--- src/rtl/mem_access_unit.sv ---
// mem_access_unit -- data-memory access stage of the pipeline.
//
// Accepts one load/store from the EX/MEM slot, runs it on a simple
// request/acknowledge bus and returns extended load data with a one-cycle
// completion pulse. Upstream is frozen with mem_stall while an access is
// being accepted or is outstanding on the bus.
//
// Configuration macro: MEM_MISALIGN_TRAP_EN
//   defined   : misaligned half/word accesses never reach the bus; they
//               complete next cycle with mem_misalign=1 and mem_rdo=0.
//   undefined : mem_misalign is tied low and the offending low address
//               bits are cleared so the access proceeds aligned.
//
// Ports
//   clk, rst           : clock (rising edge), asynchronous active-high reset
//   ex_valid           : EX/MEM slot holds a valid instruction
//   ex_alu_c           : byte address
//   ex_wdata           : store data (right-justified)
//   ex_dram_we/re      : store / load request (both set = store)
//   ex_size            : 00 byte, 01 half, 1x word
//   ex_unsigned        : zero-extend load result
//   mem_stall          : freeze upstream stages
//   bus_req/we/addr/wdata/be : bus request, held constant until bus_ack
//   bus_ack, bus_rdata : one-cycle completion, read data valid with ack
//   mem_rdo            : extended load data
//   mem_valid          : completion pulse
//   mem_misalign       : alignment fault pulse
module mem_access_unit (
  input  logic        clk,
  input  logic        rst,
  input  logic        ex_valid,
  input  logic [31:0] ex_alu_c,
  input  logic [31:0] ex_wdata,
  input  logic        ex_dram_we,
  input  logic        ex_dram_re,
  input  logic [1:0]  ex_size,
  input  logic        ex_unsigned,
  output logic        mem_stall,
  output logic        bus_req,
  output logic        bus_we,
  output logic [31:0] bus_addr,
  output logic [31:0] bus_wdata,
  output logic [3:0]  bus_be,
  input  logic        bus_ack,
  input  logic [31:0] bus_rdata,
  output logic [31:0] mem_rdo,
  output logic        mem_valid,
  output logic        mem_misalign
);

  typedef enum logic [1:0] {
    IDLE = 2'd0,
    BUSY = 2'd1,
    DONE = 2'd2
  } state_t;

  state_t      state_reg;

  // Captured access attributes needed when the read data comes back.
  logic [1:0]  addr_lo_reg;
  logic [1:0]  size_reg;
  logic        unsigned_reg;
  logic        we_reg;

  logic        accept;
  logic        is_byte;
  logic        is_half;
  logic        is_word;
  logic        fault;
  logic [31:0] addr_next;
  logic [3:0]  be_next;
  logic [31:0] wdata_next;
  logic [7:0]  rd_lane [4];
  logic [7:0]  byte_sel;
  logic [15:0] half_sel;
  logic [31:0] load_ext;

  // A new access can only be taken when nothing is outstanding on the bus.
  assign accept  = ex_valid & (ex_dram_re | ex_dram_we) & (state_reg != BUSY);
  assign is_byte = (ex_size == 2'b00);
  assign is_half = (ex_size == 2'b01);
  assign is_word = ex_size[1];

  // Gated by rst so the stall drops the instant reset is applied, even if
  // the slot still presents a request.
  assign mem_stall = ~rst & (accept | (state_reg == BUSY));

  // Natural alignment of the request. With the trap enabled, misaligned
  // accesses never use this address, so the clearing is harmless there.
  always_comb begin
    addr_next = ex_alu_c;
    if (is_word) begin
      addr_next[1:0] = 2'b00;
    end else if (is_half) begin
      addr_next[0] = 1'b0;
    end
  end

`ifdef MEM_MISALIGN_TRAP_EN
  assign fault = (is_half & ex_alu_c[0]) | (is_word & (ex_alu_c[1:0] != 2'b00));
`else
  assign fault        = 1'b0;
  assign mem_misalign = 1'b0;
`endif

  // Byte enables and lane-replicated store data for the aligned request.
  always_comb begin
    be_next    = 4'b1111;
    wdata_next = ex_wdata;
    if (is_byte) begin
      be_next    = 4'b0001 << addr_next[1:0];
      wdata_next = {4{ex_wdata[7:0]}};
    end else if (is_half) begin
      be_next    = addr_next[1] ? 4'b1100 : 4'b0011;
      wdata_next = {2{ex_wdata[15:0]}};
    end
  end

  // Split the returned word into byte lanes for lane selection.
  for (genvar gi = 0; gi < 4; gi++) begin : g_rd_lane
    assign rd_lane[gi] = bus_rdata[8*gi +: 8];
  end

  assign byte_sel = rd_lane[addr_lo_reg];
  assign half_sel = addr_lo_reg[1] ? {rd_lane[3], rd_lane[2]} : {rd_lane[1], rd_lane[0]};

  always_comb begin
    load_ext = bus_rdata;
    case (size_reg)
      2'b00:   load_ext = {{24{~unsigned_reg & byte_sel[7]}}, byte_sel};
      2'b01:   load_ext = {{16{~unsigned_reg & half_sel[15]}}, half_sel};
      default: load_ext = bus_rdata;
    endcase
  end

  always_ff @(posedge clk or posedge rst) begin
    if (rst) begin
      state_reg    <= IDLE;
      addr_lo_reg  <= 2'b00;
      size_reg     <= 2'b00;
      unsigned_reg <= 1'b0;
      we_reg       <= 1'b0;
      bus_req      <= 1'b0;
      bus_we       <= 1'b0;
      bus_addr     <= 32'h0;
      bus_wdata    <= 32'h0;
      bus_be       <= 4'b0000;
      mem_rdo      <= 32'h0;
      mem_valid    <= 1'b0;
`ifdef MEM_MISALIGN_TRAP_EN
      mem_misalign <= 1'b0;
`endif
    end else begin
      mem_valid <= 1'b0;
`ifdef MEM_MISALIGN_TRAP_EN
      mem_misalign <= 1'b0;
`endif
      case (state_reg)
        BUSY: begin
          // Request stays frozen until the acknowledge is seen.
          if (bus_ack) begin
            state_reg <= DONE;
            bus_req   <= 1'b0;
            bus_we    <= 1'b0;
            bus_be    <= 4'b0000;
            mem_valid <= 1'b1;
            if (!we_reg) begin
              mem_rdo <= load_ext;
            end
          end
        end
        default: begin
          // IDLE and DONE both accept; DONE falls back to IDLE otherwise.
          if (accept) begin
            addr_lo_reg  <= addr_next[1:0];
            size_reg     <= ex_size;
            unsigned_reg <= ex_unsigned;
            we_reg       <= ex_dram_we;
            if (fault) begin
              // Faulting access skips the bus and completes immediately.
              state_reg <= DONE;
              mem_valid <= 1'b1;
              mem_rdo   <= 32'h0;
`ifdef MEM_MISALIGN_TRAP_EN
              mem_misalign <= 1'b1;
`endif
            end else begin
              state_reg <= BUSY;
              bus_req   <= 1'b1;
              bus_we    <= ex_dram_we;
              bus_addr  <= {addr_next[31:2], 2'b00};
              bus_wdata <= wdata_next;
              bus_be    <= be_next;
            end
          end else begin
            state_reg <= IDLE;
          end
        end
      endcase
    end
  end

endmodule
--- config.mk ---
export PLATFORM = sky130hd
export DESIGN_NAME = mem_access_unit
export DESIGN_NICKNAME = d
export VERILOG_FILES = /design/src/rtl/mem_access_unit.sv
export SDC_FILE = /design/constraint.sdc
export NUM_CORES = 1
export LEC_CHECK = 0
export CORE_MARGIN = 5
export CORE_UTILIZATION = 43
export DETAILED_ROUTE_END_ITERATION = 10
export GPL_TIMING_DRIVEN = 0
export PLACE_DENSITY = 0.81
export SYNTH_ARGS = -nofsm -noshare
export SYNTH_HDL_FRONTEND = slang
export SYNTH_SLANG_ARGS = --single-unit
export TNS_END_PERCENT = 50
--- constraint.sdc ---
create_clock -name clk -period 3.9 [get_ports clk]
set_input_delay 0.78 -clock clk [delete_from_list [all_inputs] [get_ports clk]]
set_output_delay 0.78 -clock clk [all_outputs]
set_load 0.02 [all_outputs]
# Yosys cells after proc, flatten, opt, wreduce, memory -nomap -nowiden
# Cells that the tools add are included.
# op_classes
n_lt_le_gt_ge	1
n_eq_ne	5
shift	1
muxes	26
n_bitwise	12
n_reduce_logical	6
# op_table
operator	count
32-bit two-way mux	2
32-bit case mux with 2 select lines	1
4-bit two-way mux	6
8-bit binary-select mux with 2-bit select	1
16-bit two-way mux	1
8-bit two-way mux	2
1-bit two-way mux	11
2-bit by 1-bit equality test with 1-bit output (second input constant)	3
1-bit AND	5
2-bit zero test	2
2-bit two-way mux	2
1-bit NOT	4
2-bit AND reduction	2
1-bit by 2-bit << shifter with 4-bit output (first input constant)	1
3-bit >= comparator (second input constant)	1
2-bit NOT with 3-bit output	1
3-bit AND reduction	1
2-bit by 1-bit inequality test with 1-bit output (second input constant)	1
2-bit inequality test (second input constant)	1
1-bit OR	2
2-bit nonzero test	1
# totals
regBits	109
output_inout_bits	105

# Logic depth before layout (Yosys ltp)
# Gate-level depths: netlist (run 1).
# logic_depth
ltp_word	7
mapped_depth	8
mapped_depth_nobuf	5

# Least setup slack after synthesis (run 1)
# OpenSTA, ideal clock, no wires.
# synth_timing
kind	input to output
from	input port ex_dram_we
to	output port mem_stall
t_arrival_ps	1270
setup_slack_ps	1850
path_stages	2
path_buffers	0
cell_sequence	o21ai_0 -> a21oi_1
# synth_between
elab_chain_len	5
# synth_rtl
element	line	text
start, declared	34	input logic ex_dram_we,
1-bit OR	79	assign accept = ex_valid & (ex_dram_re | ex_dram_we) & (state_reg != BUSY);
1-bit AND (2 in a row)	79	
1-bit OR	86	assign mem_stall = ~rst & (accept | (state_reg == BUSY));
1-bit AND	86	
end, declared	38	output logic mem_stall,
# Every way passes these cells.

# Worst setup path after layout (run 1)
# Same ends and word-level chain as after synthesis.

==> results.txt, run 1 <==
----------------------------------------------------
[Layout]
  Largest registers ... bus_wdata (32), mem_rdo (32), bus_addr (30)
  Total Nets Final ... 854
  Diode insertion count for antenna repair ... 0
  Synth-to-layout area growth ... 52.1%
  Share of layout cells above drive strength 1 ... 6.51%
  Filler cell count ... 939
  Finished Core Util ... 65.9%

[Worst setup path]
  Endpoint of the worst register-to-register path ... bus_wdata[5]
  Endpoint class of the critical path ... primary output
  First element of the critical path ... ex_dram_we
  Required time of the critical path ... 3.12 ns
  Element type at the critical path start ... primary input
  Reg-to-reg slack, setup ... 2.10 ns
  Critical Path AT ... 2.25 ns
  Worst r2r src ... state_reg[0]
  Crit Path Class ... in -> out
  Number of cells traversed by the worst register-to-register path ... 6
  Largest fanout on the critical path ... 3

[Yosys]
  Yosys warning count ... 0
  Xor and xnor area share after synthesis ... 0%
  Number of cells produced by synthesis ... 530
  Multiplexer area fraction after synthesis ... 7.20%
  Most area-hungry cell type in the Yosys netlist ... sky130_fd_sc_hd__dfrtp_1
  Largest cells by area after synthesis ... sky130_fd_sc_hd__dfrtp_1 (56%), sky130_fd_sc_hd__nand2_1 (14%), sky130_fd_sc_hd__mux2i_1 (4.9%), sky130_fd_sc_hd__nand3_1 (3.6%), sky130_fd_sc_hd__o21ai_0 (3.6%)
  Netlist cell types ... 33
  Post-Synth Simple-Gate Area ... 22.7%
  Synthesized-area fraction occupied by ao, oa, aoi and oai cells ... 10.2%
  Synthesized area per cell ... 9.25 um^2
  Synth Area in Adders ... 0%
  Cell area after synthesis ... 4900 um^2
  Seq cells post-synth ... 109
  Fraction of synthesized cell area taken by the top area cell type ... 55.6%
  Sequential share of the synthesized area ... 55.6%
  Main combinational cell family by area after synthesis ... simple AND/OR/NAND/NOR gates

[Detailed routing]
  Number of remaining DRC errors ... 0
  Mean number of vias per cell ... 5.21
  Number of DRC violations after detailed-routing iteration 0 ... 298
  Total wire length after detailed routing ... 15800 um
  Antenna violation net count after detailed routing ... 0
  Detail-routed net length per standard cell ... 17.6 um
  Count of vias placed by the detailed router ... 4664
  First-pass iteration count of the detailed router ... 4

[Timing]
  Worst-case clock skew ... 0.00509 ns
  Worst path setup slack after routing ... 0.871 ns
  Total count of max-transition violations in the final report ... 0
  Transition at the pin with the smallest max-transition slack ... 0.814 ns
  Final-report hold violation count ... 0
  Tmin final ... 3.03 ns
  Final Setup Violations ... 0
  RSZ-0062 raised after global routing ... no
  Setup TNS ... 0 ns
  Maximum achievable frequency ... 0.330 GHz
  Worst hold slack ... 0.475 ns
  Worst relative slew slack ... 45.7%
  Period utilisation layout ... 77.7%

[GRT]
  Wire length of the first global-routing pass ... 25200 um
  Total track usage ... 23.6%
  Maximum number of pins on one net before global-route repair ... 67
  Via count of the first global-routing pass ... 4925
  Number of antenna violations at the first check in global routing ... 0
  Gr ovfl total ... 0

[Clock network]
  Clock tree root driver cell ... sky130_fd_sc_hd__clkbuf_16
  Clock slew seen by the registers of the worst setup and hold paths ... 0.07 ns
  Clock tree from TritonCTS ... built
  Num CTS Buffers ... 9
  Buffer levels on the longest clock path ... 2
  Clock network latency to the later pin of the worst-skew pair ... 0.34 ns
  Buffer count from post-CTS setup fixing ... 0
  Clk sinks ... 109
  Number of levels in the clock H-tree ... 3
  Number of buffers inserted for hold repair after clock tree synthesis ... 0
  Post-cts sizing count ... 0

[Job]
  Maximum Capacitance Violations ... 0

[Placement]
  Post-detailed-placement half-perimeter wirelength ... 12000 um
  Number of buffer cells added on primary ports ... 205
  Final estimated routing congestion in global placement ... 0.868
  Placement Setup Slack ... 0.847 ns

[Hold path]
  Origin of the worst min-delay path ... bus_addr[26]
  Hold Path Class ... reg -> reg
  Hold path endpoint ... bus_addr[26]
  Min-Delay Path Depth ... 2

[Power and ir drop]
  Standby leakage power ... 3.37 nW
  Cell area power density ... 614 nW/um^2
  Power Total ... 4.58 mW
  VDD IR-drop max ... 0.345 mV

[Floorplan]
  Core area ... 11300 um^2
  Die Span X ... 117 um
  Die boundary height ... 117 um
  Die area ... 13600 um^2
  IO Count ... 210
  Site Rows ... 39
  Effective utilization at floorplan ... 43.3%

[Run status]
  Outcome ... finished clean

----------------------------------------------------
[cell usage in the layout (no fill, tap or decap), types with 2 or more instances in the layout]
cell	n
sky130_fd_sc_hd__a211oi_1	8
sky130_fd_sc_hd__a21oi_1	10
sky130_fd_sc_hd__a221o_1	8
sky130_fd_sc_hd__a32oi_1	7
sky130_fd_sc_hd__buf_2	15
sky130_fd_sc_hd__buf_4	4
sky130_fd_sc_hd__clkbuf_1	22
sky130_fd_sc_hd__clkbuf_16	9
sky130_fd_sc_hd__clkbuf_8	2
sky130_fd_sc_hd__clkdlybuf4s50_1	205
sky130_fd_sc_hd__conb_1	3
sky130_fd_sc_hd__dfrtp_1	109
sky130_fd_sc_hd__inv_1	5
sky130_fd_sc_hd__mux2_2	8
sky130_fd_sc_hd__mux2i_1	24
sky130_fd_sc_hd__nand2_1	183
sky130_fd_sc_hd__nand2b_1	4
sky130_fd_sc_hd__nand3_1	35
sky130_fd_sc_hd__nor2_1	29
sky130_fd_sc_hd__nor2b_1	2
sky130_fd_sc_hd__nor3b_1	9
sky130_fd_sc_hd__o21ai_0	35
[worst max-delay path by stage]
stage,endpoint,cells after the start
4_1_cts,mem_stall,4
3_5_place_dp,mem_stall,4
2_1_floorplan,addr_lo_reg[0],1
6_report,mem_stall,4
3_3_place_gp,mem_rdo[3],2
5_1_grt,mem_stall,4
[per-layer routing]
metal  track usage [%]  up-vias  routed length, um  part of all wire, %
met2              39.8      185               7920                   50
met5                 0        -                  0                    0
li1                  -     2195                  -                    -
met4              8.94        0                387                  2.4
met1              29.5     2256               6120                   39
met3              5.91       28               1370                  8.7
[cells by family after synthesis]
group,after synthesis
buffers and inverters,46
multiplexers,33
flip-flops,109
AND/OR/NAND/NOR,266
AO/OA/AOI/OAI,75
other,1
[cells in the mapped netlist (all sizes together)]
cell / count
a21oi: 10
nor3: 1
buf: 19
conb: 1
nor2b: 2
o21ba: 1
inv: 7
a32oi: 7
nor2: 30
nand3: 35
mux2: 8
mux2i: 24
nand2: 183
nor3b: 9
nand3b: 1
clkbuf: 20
dfrtp: 109
a22o: 1
a221o: 8
nor4: 1
o21ai: 36
mux4: 1
o31ai: 1
nand2b: 4
o211ai: 2
a211oi: 9
[where the power goes]
group | switching (mW) | internal [mW]
clock | 0.392 | 0.531
sequential | 0.218 | 1.49
combinational | 1.03 | 0.924
[through the flow]
step	instances	area [um^2]
2_1_floorplan	532	4910
3_3_place_gp	880	7140
3_5_place_dp	881	7160
4_1_cts	896	7460
5_1_grt	896	7460
6_report	896	7460
[layout make-up]
| class | instances | area, um^2 | share of cell area [%] |
|---|---|---|---|
| Buffer | 39 | 181 | 2.43 |
| Clock buffer | 14 | 264 | 3.54 |
| Tap cell | 143 | 179 | 2.40 |
| Timing Repair Buffer | 206 | 2070 | 27.8 |
| Sequential cell | 109 | 2730 | 36.6 |
| Multi-Input combinational cell | 377 | 1980 | 26.5 |
| Clock inverter | 1 | 30.0 | 0.403 |
| Inverter | 7 | 28.8 | 0.386 |
[worst max-delay path, cell delays in order]
cell	delay, ns
sky130_fd_sc_hd__clkdlybuf4s50_1	0.49
sky130_fd_sc_hd__o21ai_0	0.15
sky130_fd_sc_hd__a21oi_1	0.18
sky130_fd_sc_hd__clkdlybuf4s50_1	0.65
Note: power is estimated with default switching activity, not from simulation.
==> inputs of run 2 (changes only) <==
--- a/config.mk
+++ b/config.mk
@@ -6,10 +6,10 @@
 export NUM_CORES = 1
 export LEC_CHECK = 0
 export CORE_MARGIN = 5
-export CORE_UTILIZATION = 43
+export CORE_UTILIZATION = 39
 export DETAILED_ROUTE_END_ITERATION = 10
 export GPL_TIMING_DRIVEN = 0
-export PLACE_DENSITY = 0.81
+export PLACE_DENSITY = 0.78
 export SYNTH_ARGS = -nofsm -noshare
 export SYNTH_HDL_FRONTEND = slang
 export SYNTH_SLANG_ARGS = --single-unit
==> constraint.sdc (replaced) <==
create_clock -name clk -period 2.51 [get_ports clk]
set_input_delay 0.502 -clock clk [delete_from_list [all_inputs] [get_ports clk]]
set_output_delay 0.502 -clock clk [all_outputs]
set_load 0.02 [all_outputs]
==> results.txt, run 2 (same netlist as run 1, synthesis figures left out) <==
----------------------------------------------------
[Run status]
  Outcome ... finished clean

[Clock network]
  Clock tree from TritonCTS ... built
  Clock slew seen by the registers of the worst setup and hold paths ... 0.07 ns (about the same)
  Buffer levels on the longest clock path ... 2 (unchanged)
  Clock network latency to the later pin of the worst-skew pair ... 0.34 ns (about the same)
  Clock tree root driver cell ... sky130_fd_sc_hd__clkbuf_16
  Number of levels in the clock H-tree ... 3 (unchanged)
  Num CTS Buffers ... 9 (unchanged)
  Clk sinks ... 109 (unchanged)
  Buffer count from post-CTS setup fixing ... 0 (unchanged)
  Number of buffers inserted for hold repair after clock tree synthesis ... 0 (unchanged)

[Floorplan]
  IO Count ... 210 (unchanged)
  Core area ... 12500 um^2 (+10%)
  Die area ... 14900 um^2 (+9.4%)
  Effective utilization at floorplan ... 39.3% (-4.0 points)
  Die Span X ... 122 um (+4.6%)
  Die boundary height ... 122 um (+4.6%)
  Site Rows ... 41 (+5.1%)

[Worst setup path]
  Largest fanout on the critical path ... 3 (unchanged)
  Endpoint class of the critical path ... primary output
  Crit Path Class ... in -> out
  Required time of the critical path ... 2.01 ns (-1.11 ns)
  Element type at the critical path start ... primary input
  Critical Path AT ... 1.64 ns (-0.61 ns)

[Detailed routing]
  Detail-routed net length per standard cell ... 17.0 um (-3.4%)
  Total wire length after detailed routing ... 15800 um (+0.20%)
  Number of DRC violations after detailed-routing iteration 0 ... 386 (+30%)
  Number of remaining DRC errors ... 0 (unchanged)
  First-pass iteration count of the detailed router ... 5 (+1)
  Mean number of vias per cell ... 5.04 (-3.2%)
  Antenna violation net count after detailed routing ... 0 (unchanged)
  Count of vias placed by the detailed router ... 4683 (+0.41%)

[Timing]
  Tmin final ... 2.14 ns
  Period utilisation layout ... 85.1%
  Maximum achievable frequency ... 0.468 GHz
  Transition at the pin with the smallest max-transition slack ... 0.779 ns (-0.0352 ns)
  Final Setup Violations ... 0 (unchanged)
  Worst relative slew slack ... 47.9% (+2.2 points)
  Worst-case clock skew ... 0.00799 ns (+0.00290 ns)
  Total count of max-transition violations in the final report ... 0 (unchanged)
  RSZ-0062 raised after global routing ... no
  Final-report hold violation count ... 0 (unchanged)

[Power and ir drop]
  Internal ... 4.45 mW (+51%)
  Combinational cell fraction of total power ... 43.2% (+0.6 points)
  Flop pwr share ... 37.7% (+0.5 points)
  VDD IR-drop max ... 0.444 mV (+29%)
  Power share of the clock group ... 19.1% (-1.0 points)
  Standby leakage power ... 3.39 nW (+0.56%)
  Sw Ratio ... 36.7% (+0.96 points)
  Net Switching ... 2.58 mW (+58%)
  Cell area power density ... 935 nW/um^2 (+52%)

[GRT]
  Via count of the first global-routing pass ... 4845 (-1.6%)
  Number of antenna violations at the first check in global routing ... 1 (+1)
  Gr ovfl total ... 0 (unchanged)
  Total track usage ... 20.9% (-2.7 points)
  Maximum number of pins on one net before global-route repair ... 40 (-40%)
  Wire length of the first global-routing pass ... 24500 um (-2.9%)

[Hold path]
  Hold Path Class ... reg -> reg

[Layout]
  Filler cell count ... 1099 (+17%)
  Most common library cell in the layout ignoring fill and taps ... sky130_fd_sc_hd__clkdlybuf4s50_1
  Share of layout cells above drive strength 1 ... 7.28% (+0.77 points)
  Flip-flop and latch area ... 2730 um^2 (unchanged)
  Synth-to-layout area growth ... 53.5%
  Footprint of the multi-input gates ... 1980 um^2 (unchanged)
  Finished Core Util ... 60.4% (-5.5 points)
  Filler-free cell count of the finished design ... 929 (+3.7%)
  Post-route cell area ... 7520 um^2 (+0.89%)
  Total Nets Final ... 856 (+0.23%)
  Largest registers ... bus_wdata (32), mem_rdo (32), bus_addr (30)
  Commonest non-fill, non-tap cells in the layout ... sky130_fd_sc_hd__clkdlybuf4s50_1 (204), sky130_fd_sc_hd__nand2_1 (183), sky130_fd_sc_hd__dfrtp_1 (109)

[Placement]
  Number of buffer cells added on primary ports ... 205 (unchanged)
  Post-detailed-placement half-perimeter wirelength ... 12300 um (+2.2%)
  Final estimated routing congestion in global placement ... 0.848 (-2.3%)
  Placement-stage cell area ... 7240 um^2 (+1.1%)
  Placed cells ... 912 (+3.5%)

[Job]
  Maximum Capacitance Violations ... 0 (unchanged)

----------------------------------------------------
-- run 2: per-stage QoR --
step | setup slack (ns) | TNS (ns) | hold slack [ns] | total power [mW]
3_3_place_gp | -0.376 | -40.39 | 0.459 | 5.64
5_1_grt | 0.255 | 0 | 0.495 | 7.39
6_report | 0.373 | 0 | 0.473 | 7.03
3_5_place_dp | 0.0241 | 0 | 0.461 | 5.74
2_1_floorplan | 0.693 | 0 | 0.470 | 4.12
4_1_cts | 0.0159 | 0 | 0.479 | 7.09
-- run 2: metal layers --
metal  track usage (%)  vias to the layer above  wire length, um
li1                  -                     2202                -
met2              35.5                      183             7830
met1              24.6                     2267             6330
met5                 0                        -                0
met3              6.73                       31             1300
met4              8.40                        0              382
-- run 2: what timing repair did --
action                                 in CTS  in global routing
gates resized for setup                     0                  1
setup endpoints to repair                   0                  1
endpoints found under the hold margin       0                  0
-- run 2: layout make-up --
type                       count  share of cell area (%)
multi-input combinational    377                    26.3
clock inverter                 6                   0.515
tap                          172                    2.86
antenna                        1                  0.0333
timing repair buffer         208                    28.1
inverter                       7                   0.399
clock buffer                  10                    3.18
sequential                   109                    36.2
buffer                        39                    2.41
-- run 2: worst paths after layout --
kind	from	endpoint	depth (start not counted)	slack, ns
worst max-delay path	ex_dram_we	mem_stall	4	0.37
worst min-delay path	bus_addr[18]	bus_addr[18]	2	0.47
worst max register to register	state_reg[0]	bus_wdata[5]	6	0.62
worst min register to register	bus_addr[18]	bus_addr[18]	2	0.47
max in group asynchronous	rst	mem_rdo[7]	4	1.23
min in group asynchronous	rst	bus_addr[20]	2	0.53
-- run 2: power by group through the flow --
stage	clock, mW	combinational, mW	sequential (mW)
2_1_floorplan	0	0.817	3.30
3_3_place_gp	0	2.98	2.66
3_5_place_dp	0	3.06	2.69
4_1_cts	1.36	3.07	2.66
5_1_grt	1.43	3.24	2.73
6_report	1.34	3.04	2.66
-- run 2: worst max-delay path, stage by stage --
cell and delay [ns]:
sky130_fd_sc_hd__clkdlybuf4s50_1 0.43, sky130_fd_sc_hd__o21ai_0 0.36, sky130_fd_sc_hd__a21oi_1 0.12, sky130_fd_sc_hd__dlymetal6s2s_1 0.23
